[src/rtl/wb_regfile.sv]
// Writeback stage register file: selects the writeback value, commits it to
// the register array, serves two bypassed decode read ports and an unbypassed
// debug port, and counts retired writes (saturating).
module wb_regfile #(
  parameter int unsigned DATA_WIDTH = 16,
  parameter int unsigned ADDR_WIDTH = 3,
  parameter bit          R0_ZERO    = 1'b1
) (
  input  logic                  clk,
  input  logic                  rst,
  input  logic                  wb_reg_write,
  input  logic                  wb_mem_to_reg,
  input  logic [DATA_WIDTH-1:0] wb_alu_result,
  input  logic [DATA_WIDTH-1:0] wb_read_data,
  input  logic [ADDR_WIDTH-1:0] wb_write_reg,
  input  logic [ADDR_WIDTH-1:0] rs_addr,
  input  logic [ADDR_WIDTH-1:0] rt_addr,
  output logic [DATA_WIDTH-1:0] rs_data,
  output logic [DATA_WIDTH-1:0] rt_data,
  output logic [DATA_WIDTH-1:0] wb_data,
  output logic                  wb_valid,
  input  logic [ADDR_WIDTH-1:0] dbg_addr,
  output logic [DATA_WIDTH-1:0] dbg_data,
  output logic [15:0]           retire_count
);

  localparam int unsigned NumRegs = 1 << ADDR_WIDTH;

  logic [DATA_WIDTH-1:0] regs [NumRegs];
  logic                  rs_is_zero;
  logic                  rt_is_zero;
  logic                  dbg_is_zero;

  // Writeback value select and effective-write qualification
  always_comb begin
    wb_data  = wb_mem_to_reg ? wb_read_data : wb_alu_result;
    wb_valid = wb_reg_write & ~(R0_ZERO & (wb_write_reg == '0));
  end

  // Register array commit; reset clears every entry and wins over a write
  always_ff @(posedge clk) begin
    if (rst) begin
      for (int i = 0; i < NumRegs; i++) begin
        regs[i] <= '0;
      end
    end else if (wb_valid) begin
      // An X on wb_reg_write evaluates false here, so storage is left intact
      regs[wb_write_reg] <= wb_data;
    end
  end

  // Decode read ports: hardwired zero, then same-cycle bypass, then storage
  always_comb begin
    rs_is_zero = R0_ZERO && (rs_addr == '0);
    rt_is_zero = R0_ZERO && (rt_addr == '0);

    if (rs_is_zero) begin
      rs_data = '0;
    end else if (wb_valid && (rs_addr == wb_write_reg)) begin
      rs_data = wb_data;
    end else begin
      rs_data = regs[rs_addr];
    end

    if (rt_is_zero) begin
      rt_data = '0;
    end else if (wb_valid && (rt_addr == wb_write_reg)) begin
      rt_data = wb_data;
    end else begin
      rt_data = regs[rt_addr];
    end
  end

  // Debug port shows committed state only
  always_comb begin
    dbg_is_zero = R0_ZERO && (dbg_addr == '0);
    dbg_data    = dbg_is_zero ? '0 : regs[dbg_addr];
  end

  // Retired-write counter; suppressed r0 writes still count, bubbles do not
  always_ff @(posedge clk) begin
    if (rst) begin
      retire_count <= '0;
    end else if (wb_reg_write && (retire_count != 16'hFFFF)) begin
      retire_count <= retire_count + 16'd1;
    end
  end

endmodule

[config.mk]
export PLATFORM = sky130hd
export DESIGN_NAME = wb_regfile
export DESIGN_NICKNAME = d
export VERILOG_FILES = /design/src/rtl/wb_regfile.sv
export SDC_FILE = /design/constraint.sdc
export NUM_CORES = 1
export LEC_CHECK = 0
export BUFFER_PORTS_ARGS = -buffer_cell sky130_fd_sc_hd__buf_2
export CORE_UTILIZATION = 45
export CTS_CLUSTER_SIZE = 40
export DETAILED_ROUTE_END_ITERATION = 8
export GPL_TIMING_DRIVEN = 0
export PLACE_DENSITY = 0.7
export SLEW_MARGIN = 20
export SYNTH_ARGS = -nofsm -noshare
export SYNTH_HDL_FRONTEND = slang
export SYNTH_SLANG_ARGS = --single-unit
[constraint.sdc]
create_clock -name clk -period 5.6 [get_ports clk]
set_clock_uncertainty 0.2 [all_clocks]
set_input_delay 0.56 -clock clk [delete_from_list [all_inputs] [get_ports clk]]
set_output_delay 0.56 -clock clk [all_outputs]
set_load 0.01 [all_outputs]
==> impl.org, run 1 <==
** Final layout
- Fraction of the core area covered by cells at the end of the flow :: 0.547
- Final instance count without filler cells :: 1113
- Relative area change from synthesis to final layout :: 17.9%
- The number of antenna diodes in the final layout is 0.
- Number of fillers in the final layout :: approximately 1600
- Share of layout cells above drive strength 1 :: 0.329
- In the final design database the tool counted 889 nets.
- After routing the design area is 10300 um2.

** Routing
- Routed wirelength normalized by instance count :: 24.9 um
- The pre-antenna-repair detailed-routing pass consisted of 6 iterations.
- Total wirelength of the detailed-routed design :: 27.7 mm
- Count of vias placed by the detailed router :: 6833
- The detailed router finished its first iteration with just over 900 violations.
- Using the TritonRoute via totals, the vias-per-cell ratio works out to 6.14.
- ANT nets after route :: 0
- In the routed design, unresolved DRC markers number 0.

** Clocking
- Number of hold buffers added after cts :: 0
- No sink is reached through more buffers than the 2 on the longest clock path.
- The tree is rooted in a sky130_fd_sc_hd__clkbuf_16.
- After clock tree synthesis, the setup repair step added 0 buffers.
- After clock tree synthesis, the clock-pin slew on the worst setup and hold paths is 0.06 ns.
- Clock insertion delay at the later pin of the skew report :: 0.43 ns
- CTS tree :: yes
- The clock drives roughly 140 sinks.
- Inserted Clock Buffers :: 17
- Cells resized by post-CTS repair :: 0
- Clock H-tree levels :: 4

** Global route
- Global routing finished with a remaining overflow of 0.
- First-pass GRT wire length :: 40.8 mm
- Largest net degree at the start of global routing :: 17
- The via count of the first global-routing pass was 6646.
- Number of antenna violations at the first check in global routing :: 0
- Total GRT Usage :: 0.288

** Timing
- Tightest slew margin relative to the limit :: 0.257
- Setup repair after global routing missed its margin :: no
- Slew Limit Fails :: 0
- Slew of the pin with the lowest slew margin :: around 1.1 ns
- Final Setup Violations :: 0
- Final clock period utilization by the worst path :: 0.602
- Maximum frequency from static timing analysis :: between 0.2 and 0.3 GHz
- Hold timing on the final database bottoms out at a slack of about 0.31 ns.
- For the final routed database, the setup TNS stands at 0 ns.
- Total count of hold-check failures in the final report :: 0
- Worst setup margin :: approximately 2.2 ns
- Fin crit period :: 3.37 ns

** Floorplan
- I/O pin total :: between 100 and 150
- The die is 141 um wide.
- The initial utilization of the core area, before any placement, comes to 0.464.
- Vertical die dimension :: about 140 um
- Core ar. :: 18800 um2
- Area enclosed by the die boundary :: 20000 um2
- Number of placement rows :: 50

** Synth
- Number of different library cells in the post-synthesis netlist :: 46
- Post-synth EDFFs :: around 130
- Most used flip-flop cell after synthesis :: sky130_fd_sc_hd__edfxtp_1
- After technology mapping, the gate count stands at a little under 700.
- For this run, the number of Yosys warnings is 0.
- The synthesized design contains 144 register bits.
- After synthesis, the share of flip-flops with an asynchronous set or reset is 0.
- The cell area that synthesis handed to floorplanning was slightly below 9000 um2.
- The share of the Yosys chip area taken by registers is 0.477.
- Mean Syn Cell Area :: between 10 and 15 um2

** Critical path
- The largest individual stage delay along the critical path comes from the cell sky130_fd_sc_hd__a211oi_1.
- The worst register-to-register path begins at retire_count[4].
- Worst path bufs/invs :: 3
- The critical path goes through clkbuf_2 -> o31a_1 -> nand4_1 -> clkbuf_1 -> a211oi_1 -> buf_2.
- In this run the critical register-to-register path is captured at retire_count[1].
- Crit path max fanout :: 10
- CP required :: 4.84 ns
- In this design, the stage delay of the slowest critical-path cell is 0.53 ns.
- Worst setup path category :: in2out
- The worst setup path is launched from an input pin.
- The number of cells on the worst reg-to-reg path is 4.
- Worst Setup End Kind :: output pin
- Setup slack on the worst flop-to-flop path :: 3.64 ns
- Tracing the worst setup path back leads to its startpoint at wb_reg_write.
- Critical path's top delay family :: buffers and inverters
- For the worst setup path, the data arrival time is around 2.6 ns.

** Power and ir drop
- For this design the static power due to leakage is about 4.0 nW.
- For this design the ratio of total power to cell area is 286 nW/um2.
- Maximum vdd drop :: 0.228 mV
- Total chip power :: 2.94 mW

** Place
- Routability-driven placement finished with a final weighted congestion of 0.862.
- Number of placed cells counting well taps :: 1081
- Post-DP Area :: between 9000 and 10000 um2
- Sum of net half-perimeters after detailed placement :: 18.6 mm
- Number of port buffers :: about 120
- Setup WS pre-CTS :: ~2.3 ns

** Min path
- Counting instances, the worst hold path has a depth of 2.
- Hold path start :: retire_count[7]
- Hold Crit Class :: reg2reg
- The worst hold path terminates at retire_count[7].

** Flow run
- Total of max-cap violations :: 0

** Outcome
- Result of the run :: completed
==> registers in the layout, indices dropped and copies added, names as in the netlist <==
register	count
retire_count	16
regs	128
==> cells in the mapped netlist (10+ instances only) <==
cell type	number	share of area
sky130_fd_sc_hd__a211oi_1	34	0.029
sky130_fd_sc_hd__a21oi_1	22	0.013
sky130_fd_sc_hd__a221oi_1	15	0.015
sky130_fd_sc_hd__buf_2	19	0.011
sky130_fd_sc_hd__buf_4	11	0.0095
sky130_fd_sc_hd__clkbuf_1	26	0.011
sky130_fd_sc_hd__dfxtp_1	16	0.037
sky130_fd_sc_hd__edfxtp_1	128	0.44
sky130_fd_sc_hd__inv_1	33	0.014
sky130_fd_sc_hd__mux2_2	17	0.022
sky130_fd_sc_hd__mux2i_1	49	0.056
sky130_fd_sc_hd__mux4_2	80	0.21
sky130_fd_sc_hd__nand2_1	10	0.0043
sky130_fd_sc_hd__nor2_1	154	0.066
sky130_fd_sc_hd__xnor2_1	10	0.010
==> worst max-delay path by stage <==
stage                        endpoint  slack [ns]  depth (start not counted)
after floorplan           rs_data[11]        3.02                          6
after global placement     rs_data[5]        2.00                          6
after detailed placement   rt_data[5]        2.32                          7
after CTS                  rs_data[5]        2.27                          6
after global routing       rs_data[5]        2.12                          6
final                      rs_data[5]        2.23                          6
==> placed cells by master (no fill, tap or decap), drive strengths merged, types with 3 or more instances in the layout <==
cell	n
mux4	80
nand4	6
buf	146
dfxtp	16
nor3	5
and4	4
edfxtp	128
nand2b	8
clkbuf	53
xnor2	10
conb	16
nor2	154
clkinv	5
a211oi	34
o31ai	3
nor2b	4
a221oi	15
inv	34
nand2	10
or3	3
a21oi	22
mux2i	49
o21ai	5
mux2	17
nand3	8
==> worst register-to-register path: stages, from the launching register on <==
cell	delay, ns
sky130_fd_sc_hd__dfxtp_1	0.45
sky130_fd_sc_hd__nand4_1	0.30
sky130_fd_sc_hd__o41ai_4	0.60
sky130_fd_sc_hd__mux2i_1	0.24
sky130_fd_sc_hd__nor2_1	0.05
==> power breakdown <==
| group | internal, mW | switching (mW) |
|---|---|---|
| combinational | 0.233 | 0.289 |
| clock | 0.683 | 0.451 |
| sequential | 1.24 | 0.0495 |
| total | 2.15 | 0.789 |
==> final cells by class <==
type,count,area [um2],area share
buffer,58,285,0.0277
clock buffer,26,553,0.0537
clock inverter,6,41.3,0.00401
inverter,33,124,0.0120
multi-input combinational,471,4220,0.410
sequential,144,4160,0.405
tap,260,325,0.0316
timing repair buffer,115,576,0.0559
==> routing by layer <==
| metal | GRT usage | wire [um] | share of wire |
|---|---|---|---|
| met1 | 0.375 | 10400 | 0.38 |
| met2 | 0.465 | 13400 | 0.49 |
| met3 | 0.0682 | 3060 | 0.11 |
| met4 | 0.121 | 787 | 0.028 |
| met5 | 0 | 0 | 0 |
==> logic make-up after synthesis <==
kind of cell	after synthesis	synth area share
compound gates	86	0.0715
xor+xnor	11	0.0110
fa+ha+maj	1	0.00143
buf+inv	91	0.0467
flops	144	0.477
mux	146	0.285
other cells	1	0.000430
simple gates	211	0.107
Power figures use the tool's default switching activity.
==> run 2: changes to the inputs <==
--- a/config.mk
+++ b/config.mk
@@ -10,7 +10,7 @@
 export CTS_CLUSTER_SIZE = 40
 export DETAILED_ROUTE_END_ITERATION = 8
 export GPL_TIMING_DRIVEN = 0
-export PLACE_DENSITY = 0.7
+export PLACE_DENSITY = 0.73
 export SLEW_MARGIN = 20
 export SYNTH_ARGS = -nofsm -noshare
 export SYNTH_HDL_FRONTEND = slang
==> constraint.sdc (replaced) <==
create_clock -name clk -period 2.77 [get_ports clk]
set_clock_uncertainty 0.2 [all_clocks]
set_input_delay 0.277 -clock clk [delete_from_list [all_inputs] [get_ports clk]]
set_output_delay 0.277 -clock clk [all_outputs]
set_load 0.01 [all_outputs]
==> impl.org, run 2 (same netlist as run 1, synthesis figures left out) <==
** Place
- Sum of net half-perimeters after detailed placement :: 18.1 mm (-2.8%)
- The pre-CTS setup slack is -0.211 ns (-2.53 ns).
- Placer congestion estimate :: 0.922 (+7.0%)
- The port buffer count came to 115 (unchanged).
- Post-DP Area :: 9690 um2 (-0.10%)

** Global route
- Total congestion overflow :: 0 (unchanged)
- Number of global-route vias before repair :: 6553 (-1.4%)
- The total routing resource utilization after global routing came to 0.281 (-0.00692).
- The initial antenna violation count was 0 (unchanged).
- The global-route wire length before repair is 39.8 mm (-2.5%).
- Largest net degree at the start of global routing :: 17 (unchanged)

** Clocking
- The H-tree level count was 4 (unchanged).
- Buffer depth of the longest clock path :: 2 (unchanged)
- The number of clock sinks is 144 (unchanged).
- The tree is rooted in a sky130_fd_sc_hd__clkbuf_16.
- The number of buffers inserted for hold repair after clock tree synthesis is 0 (unchanged).
- Clock insertion delay at the later pin of the skew report :: 0.43 ns (about the same)
- CTS tree :: yes
- Reg clk slew, reported paths :: 0.06 ns (about the same)
- Inserted Clock Buffers :: 17 (unchanged)

** Final layout
- The final net count is 889 (unchanged).
- Relative area change from synthesis to final layout :: 18.2%
- The fraction of layout cells with a size suffix above 1 was 0.335 (+0.00586).
- Largest registers in the final layout :: regs (128), retire_count (16)
- Number of fillers in the final layout :: 1561 (unchanged)
- The library cells used most frequently in the layout, excluding fill and tap cells, are sky130_fd_sc_hd__nor2_1 (154), sky130_fd_sc_hd__buf_2 (134), sky130_fd_sc_hd__edfxtp_1 (128).
- The cell area after layout was 10300 um2 (+0.27%).
- Register ranked first by flip-flop count :: regs
- Antenna cell count :: 0 (unchanged)
- The library cell used most frequently in the layout, excluding fill and tap cells, is sky130_fd_sc_hd__nor2_1.
- Fraction of the core area covered by cells at the end of the flow :: 0.548 (+0.00146)
- The number of flip-flops under the largest register name was 128 (unchanged).

** Critical path
- Walking the worst path, the cells encountered are buf_2 -> clkbuf_1 -> mux4_2 -> mux2i_1 -> a211oi_1 -> buf_2.
- Worst Setup End Kind :: output pin
- The minimum setup slack among reg-to-reg paths was 0.79 ns (-2.85 ns).
- The endpoint identified for the worst register-to-register timing path is retire_count[7].
- CP arrival :: 2.28 ns (-0.33 ns)
- Depth of the most critical reg-to-reg path :: 5 (+1)
- CP required :: 2.29 ns (-2.55 ns)
- The number of buffer and inverter instances along the worst setup path is 3 (unchanged).
- The delay of the slowest cell on the worst path is 0.74 ns (+0.21 ns).
- The maximum fanout along the worst path came to 10 (unchanged).
- On the critical path, the stage with the largest delay is an instance of sky130_fd_sc_hd__clkbuf_1.
- The cell that appears most often on the critical path is sky130_fd_sc_hd__buf_2.
- Worst setup path category :: in2out
- STA classifies the critical path startpoint as an input pin.
- In this run the critical register-to-register path is launched from retire_count[0].
- Critical path's top delay family :: buffers and inverters

** Min path
- Worst Hold Endpoint :: retire_count[2]
- The worst hold path belongs to the class in2reg.
- In this run the most critical hold path is launched from wb_reg_write.
- The cell depth of the worst min-delay path came to 3 (+1).

** Timing
- Maximum frequency from static timing analysis :: 0.362 GHz
- Worst hold slack :: 0.0789 ns (-0.235 ns)
- The worst path setup slack after routing came to 0.0102 ns (-2.22 ns).
- The count of endpoints failing hold in the final timing report came to 0 (unchanged).
- Final Setup Violations :: 0 (unchanged)
- Slew Limit Fails :: 0 (unchanged)
- Dividing the final minimum period by the clock period gives 0.996.
- Fin crit period :: 2.76 ns
- Slew of the pin with the lowest slew margin :: 1.18 ns (+0.0621 ns)
- Setup repair after global routing could not meet its margin everywhere.
- The worst relative slew slack is 0.215 (-0.0414).

** Routing
- Routed wirelength normalized by instance count :: 24.6 um (-1.2%)
- The number of remaining DRC errors was 0 (unchanged).
- The total length of routed wires came to 27.4 mm (-1.2%).
- Number of DRC markers in iteration 0 :: 814 (-11%)
- The count of vias placed by the detailed router came to 6880 (+0.69%).
- The vias per cell is 6.18 (+0.69%).
- The number of nets with antenna violations after routing came to 0 (unchanged).
- The number of iterations in the first detailed-routing pass was 6 (unchanged).

** Power and ir drop
- The areal power density over the cells was 581 nW/um2 (+100%).
- The worst voltage drop across the vdd grid is 0.511 mV (+120%).
- Total chip power :: 6.00 mW (+100%)
- The leakage power figure was 4.01 nW (+0.32%).

** Floorplan
- Number of placement rows :: 50 (unchanged)
- Core ar. :: 18800 um2 (unchanged)
- The height of the die is 141 um (unchanged).
- Area enclosed by the die boundary :: 20000 um2 (unchanged)
- Initial core utilization :: 0.464 (unchanged)
- The width of the die came to 141 um (unchanged).
- I/O pin total :: 129 (unchanged)

** Flow run
- Total of max-cap violations :: 0 (unchanged)

** Outcome
- The flow ran to the end, and the final reports show no timing, DRC or antenna violations.
## run 2: worst max-delay path by stage
stage	from	endpoint	slack, ns	cells after the start
global route	wb_mem_to_reg	rt_data[12]	-0.04	7
CTS	wb_reg_write	rs_data[5]	0.002	6
global placement	rs_addr[1]	rs_data[5]	-0.20	6
detailed placement	rs_addr[1]	rs_data[5]	-0.21	6
finish	rs_addr[2]	rs_data[4]	0.01	6
floorplan	wb_write_reg[0]	rs_data[11]	0.76	6
## run 2: where the power goes
part / internal, mW / leakage (nW) / switching, mW
registers: 2.50 / 1.36 / 0.0957
clock network: 1.43 / 0.307 / 0.914
logic: 0.473 / 2.34 / 0.585
## run 2: repair_timing
item	in CTS	in global routing
gates resized for setup	3	2
endpoints found under the hold margin	0	0
setup endpoints to repair	12	11
gates cloned	0	0
buffers inserted	0	0
## run 2: final cells by class
| class | instances | area (um2) | share of cell area |
|---|---|---|---|
| well taps | 260 | 325 | 0.0315 |
| clock inverters | 5 | 32.5 | 0.00315 |
| clock buffers | 27 | 576 | 0.0558 |
| flip-flops and latches | 144 | 4160 | 0.403 |
| multi-input cells | 471 | 4240 | 0.411 |
| plain buffers | 58 | 285 | 0.0276 |
| inverters | 33 | 124 | 0.0120 |
| repair buffers | 115 | 576 | 0.0558 |
## run 2: stage by stage
stage          cells  TNS (ns)
2_1_floorplan    706         0
3_3_place_gp    1081     -1.52
3_5_place_dp    1081     -3.37
4_1_cts         1113         0
5_1_grt         1113    -0.169
6_report        1113         0
## run 2: tightest hold or removal path, stage by stage
cell,delay (ns)
sky130_fd_sc_hd__clkbuf_2,0.19
sky130_fd_sc_hd__nand3b_1,0.13
sky130_fd_sc_hd__a21oi_1,0.06
## run 2: layer usage
layer / share of wire / up-vias / global-route usage
li1: - / 2952 / -
met1: 0.37 / 3331 / 0.355
met2: 0.48 / 517 / 0.457
met3: 0.12 / 80 / 0.0726
met4: 0.038 / 0 / 0.128
met5: 0 / - / 0
==> run 3: changes to the inputs <==
--- a/config.mk
+++ b/config.mk
@@ -10,6 +10,7 @@
 export CTS_CLUSTER_SIZE = 40
 export DETAILED_ROUTE_END_ITERATION = 8
 export GPL_TIMING_DRIVEN = 0
+export HOLD_SLACK_MARGIN = 0.08
 export PLACE_DENSITY = 0.73
 export SLEW_MARGIN = 20
 export SYNTH_ARGS = -nofsm -noshare
==> impl.org, run 3 (same netlist as run 1, synthesis figures left out) <==
** Outcome
- The run finished, with violations left.
- Violations in the final reports :: negative setup slack

** Final layout
- Leaving out fill and tap cells, the most frequent cell in the layout is sky130_fd_sc_hd__nor2_1.
- The number of inserted diodes was 0 (unchanged).
- Max reg flops :: 128 (unchanged)
- Ranked by flip-flop count, first place goes to regs.
- Post-route cell area :: 10300 um2 (about the same)
- The total area of multi-input combinational cells is 4240 um2 (unchanged).
- Final net count :: 890 (+0.11%)
- Largest registers in the final layout :: regs (128), retire_count (16)
- The area growth from synthesis to layout was 18.3% (about the same).
- The top cell types in the final layout, fill and taps aside, are sky130_fd_sc_hd__nor2_1 (154), sky130_fd_sc_hd__buf_2 (134), sky130_fd_sc_hd__edfxtp_1 (128).
- The number of non-filler instances in the completed layout was 1114 (+0.090%).
- The fraction of layout cells with a size suffix above 1 came to 0.335 (-0.000393).
- The register area came to 4160 um2 (unchanged).
- Number of fillers in the final layout :: 1560 (-0.064%)

** Timing
- Worst setup margin :: -0.00337 ns (-0.0136 ns)
- The count of endpoints failing hold in the final timing report came to 0 (unchanged).
- Maximum frequency from static timing analysis :: 0.361 GHz (-0.49%)
- The number of max-slew violations in the final report was 0 (unchanged).
- The final-layout setup total negative slack was -0.00337 ns (-0.00337 ns).
- Setup repair after global routing could not meet its margin everywhere.
- Worst hold slack :: 0.162 ns (+0.0826 ns)
- The minimum clock period after layout was 2.77 ns (+0.0136 ns).
- The pin slew with the least headroom to its limit was 1.22 ns (+0.0453 ns).
- Tightest slew margin relative to the limit :: 0.185 (-0.0302)
- The share of the clock period used by the worst path after layout was 1.00 (+0.00491).
- Final Setup Violations :: 1 (+1)

** Floorplan
- Horizontal extent of the die :: 141 um (unchanged)
- Initial core utilization :: 0.464 (unchanged)
- The area of the die came to 20000 um2 (unchanged).
- Core ar. :: 18800 um2 (unchanged)
- Number of placement rows :: 50 (unchanged)
- The number of primary I/O pins is 129 (unchanged).
- Vertical die dimension :: 141 um (unchanged)

** Critical path
- STA classifies the critical path startpoint as an input pin.
- R2R Path End :: retire_count[7]
- Worst path max stage delay :: 0.73 ns (about the same)
- In this design, the largest share of critical-path delay is due to buffers and inverters.
- The setup path with the least slack is of type in2out.
- Crit path max fanout :: 10 (unchanged)
- CP arrival :: 2.30 ns (+0.02 ns)
- Slowest CP cell :: sky130_fd_sc_hd__clkbuf_1
- Worst path bufs/invs :: 3 (unchanged)
- Setup slack on the worst flop-to-flop path :: 0.78 ns (about the same)
- The cell that appears most often on the critical path is sky130_fd_sc_hd__buf_2.
- The critical path depth came to 6 (unchanged).
- In this run the worst setup path begins at rs_addr[2].
- The critical path data required time is 2.29 ns (about the same).
- Depth of the most critical reg-to-reg path :: 5 (unchanged)
- Worst Setup End Kind :: output pin
- CP cell instances :: buf_2 -> clkbuf_1 -> mux4_2 -> mux2i_1 -> a211oi_1 -> buf_2
- The startpoint identified for the worst register-to-register timing path is retire_count[0].

** Routing
- Highest routed metal layer :: met4
- Number of DRC markers in iteration 0 :: 843 (+3.6%)
- The total length of routed wires came to 27.4 mm (about the same).
- The met3 wire length is 3.07 mm (-2.4%).
- 1st-pass router iterations :: 5 (-1)
- The number of remaining DRC errors is 0 (unchanged).
- Detailed-route wire length on metal 1 :: 10.1 mm (+0.60%)
- The count of vias placed by the detailed router was 6898 (+0.26%).
- The vias per cell is 6.19 (+0.17%).
- ANT nets after route :: 0 (unchanged)
- Met2 wire len :: 13.1 mm (about the same)
- The per-cell routed wire length was 24.6 um (about the same).

** Min path
- The worst hold path terminates at regs[3][13].
- Hold Crit Class :: in2reg
- Hold depth :: 3 (unchanged)
- The worst hold path begins at wb_read_data[13].

** Power and ir drop
- The leakage power figure came to 4.01 nW (+0.10%).
- Maximum vdd drop :: 0.513 mV (+0.48%)
- The areal power density over the cells came to 580 nW/um2 (-0.17%).

** Flow run
- Total of max-cap violations :: 0 (unchanged)

** Place
- Post-DP Area :: 9690 um2 (unchanged)
- Placer congestion estimate :: 0.922 (unchanged)
- Number of placed cells counting well taps :: 1081 (unchanged)
- Sum of net half-perimeters after detailed placement :: 18.1 mm (unchanged)
- The port buffer count came to 115 (unchanged).

** Clocking
- Clk root buf :: sky130_fd_sc_hd__clkbuf_16
- The H-tree level count was 4 (unchanged).
- Clock sink count :: 144 (unchanged)
- Clock insertion delay at the later pin of the skew report :: 0.43 ns (about the same)
- Inserted Clock Buffers :: 17 (unchanged)
- TritonCTS built the clock tree.
- Buffer depth of the longest clock path :: 2 (unchanged)
- The CTS clock-pin slew for the worst setup and hold paths came to 0.06 ns (about the same).

** Global route
- Total GRT Usage :: 0.281 (about the same)
- The global-route wire length before repair is 39.8 mm (+0.10%).
- Number of global-route vias before repair :: 6560 (+0.11%)
- The initial antenna violation count is 0 (unchanged).
- The total congestion overflow was 0 (unchanged).
- Largest net degree at the start of global routing :: 17 (unchanged)
## run 3: cell types whose count changed in the layout (fill, tap and decap cells not counted)
cell | before | now
sky130_fd_sc_hd__dlygate4sd3_1 | 0 | 1
## run 3: layer usage
layer | vias up | track usage
met5 | - | 0
met4 | 0 | 0.128
met2 | 523 | 0.457
li1 | 2950 | -
met3 | 79 | 0.0726
met1 | 3346 | 0.356
## run 3: through the flow
step / power, mW / util / setup WS (ns)
after CTS: 5.97 / 0.548 / 0.00684
after detailed placement: 3.68 / 0.514 / -0.211
final: 5.99 / 0.549 / -0.00337
after global placement: 3.65 / 0.514 / -0.202
after global routing: 6.14 / 0.549 / -0.0385
after floorplan: 3.29 / - / 0.761
## run 3: report_power, final
group	internal (mW)	switching [mW]	leakage, nW
combinational	0.474	0.585	2.35
sequential	2.50	0.0958	1.36
clock	1.42	0.908	0.307
total	4.40	1.59	4.01
## run 3: tightest hold or removal path: cells and delay by family
kind,cells,cell delay (ns)
buffers and inverters,1,0.08
multiplexers,1,0.17
AND/OR/NAND/NOR,1,0.14
## run 3: cell type report
type,count,share of cell area
plain buffers,58,0.0276
clock buffers,27,0.0557
clock inverters,5,0.00315
inverters,33,0.0120
multi-input cells,471,0.410
flip-flops and latches,144,0.403
well taps,260,0.0315
repair buffers,116,0.0567
## run 3: timing repair
item	4_1_cts	5_1_grt
buffers inserted	0	0
hold endpoints to repair	1	0
setup endpoints to repair	12	11
cloned	0	0
hold buffers	1	0
gates resized for setup	3	2
## run 3: how the worst max path moves through the flow
stage / slack (ns) / end
6_report: -0.003 / rs_data[4]
5_1_grt: -0.04 / rt_data[12]
4_1_cts: 0.007 / rs_data[5]
3_5_place_dp: -0.21 / rs_data[5]
3_3_place_gp: -0.20 / rs_data[5]
2_1_floorplan: 0.76 / rs_data[11]
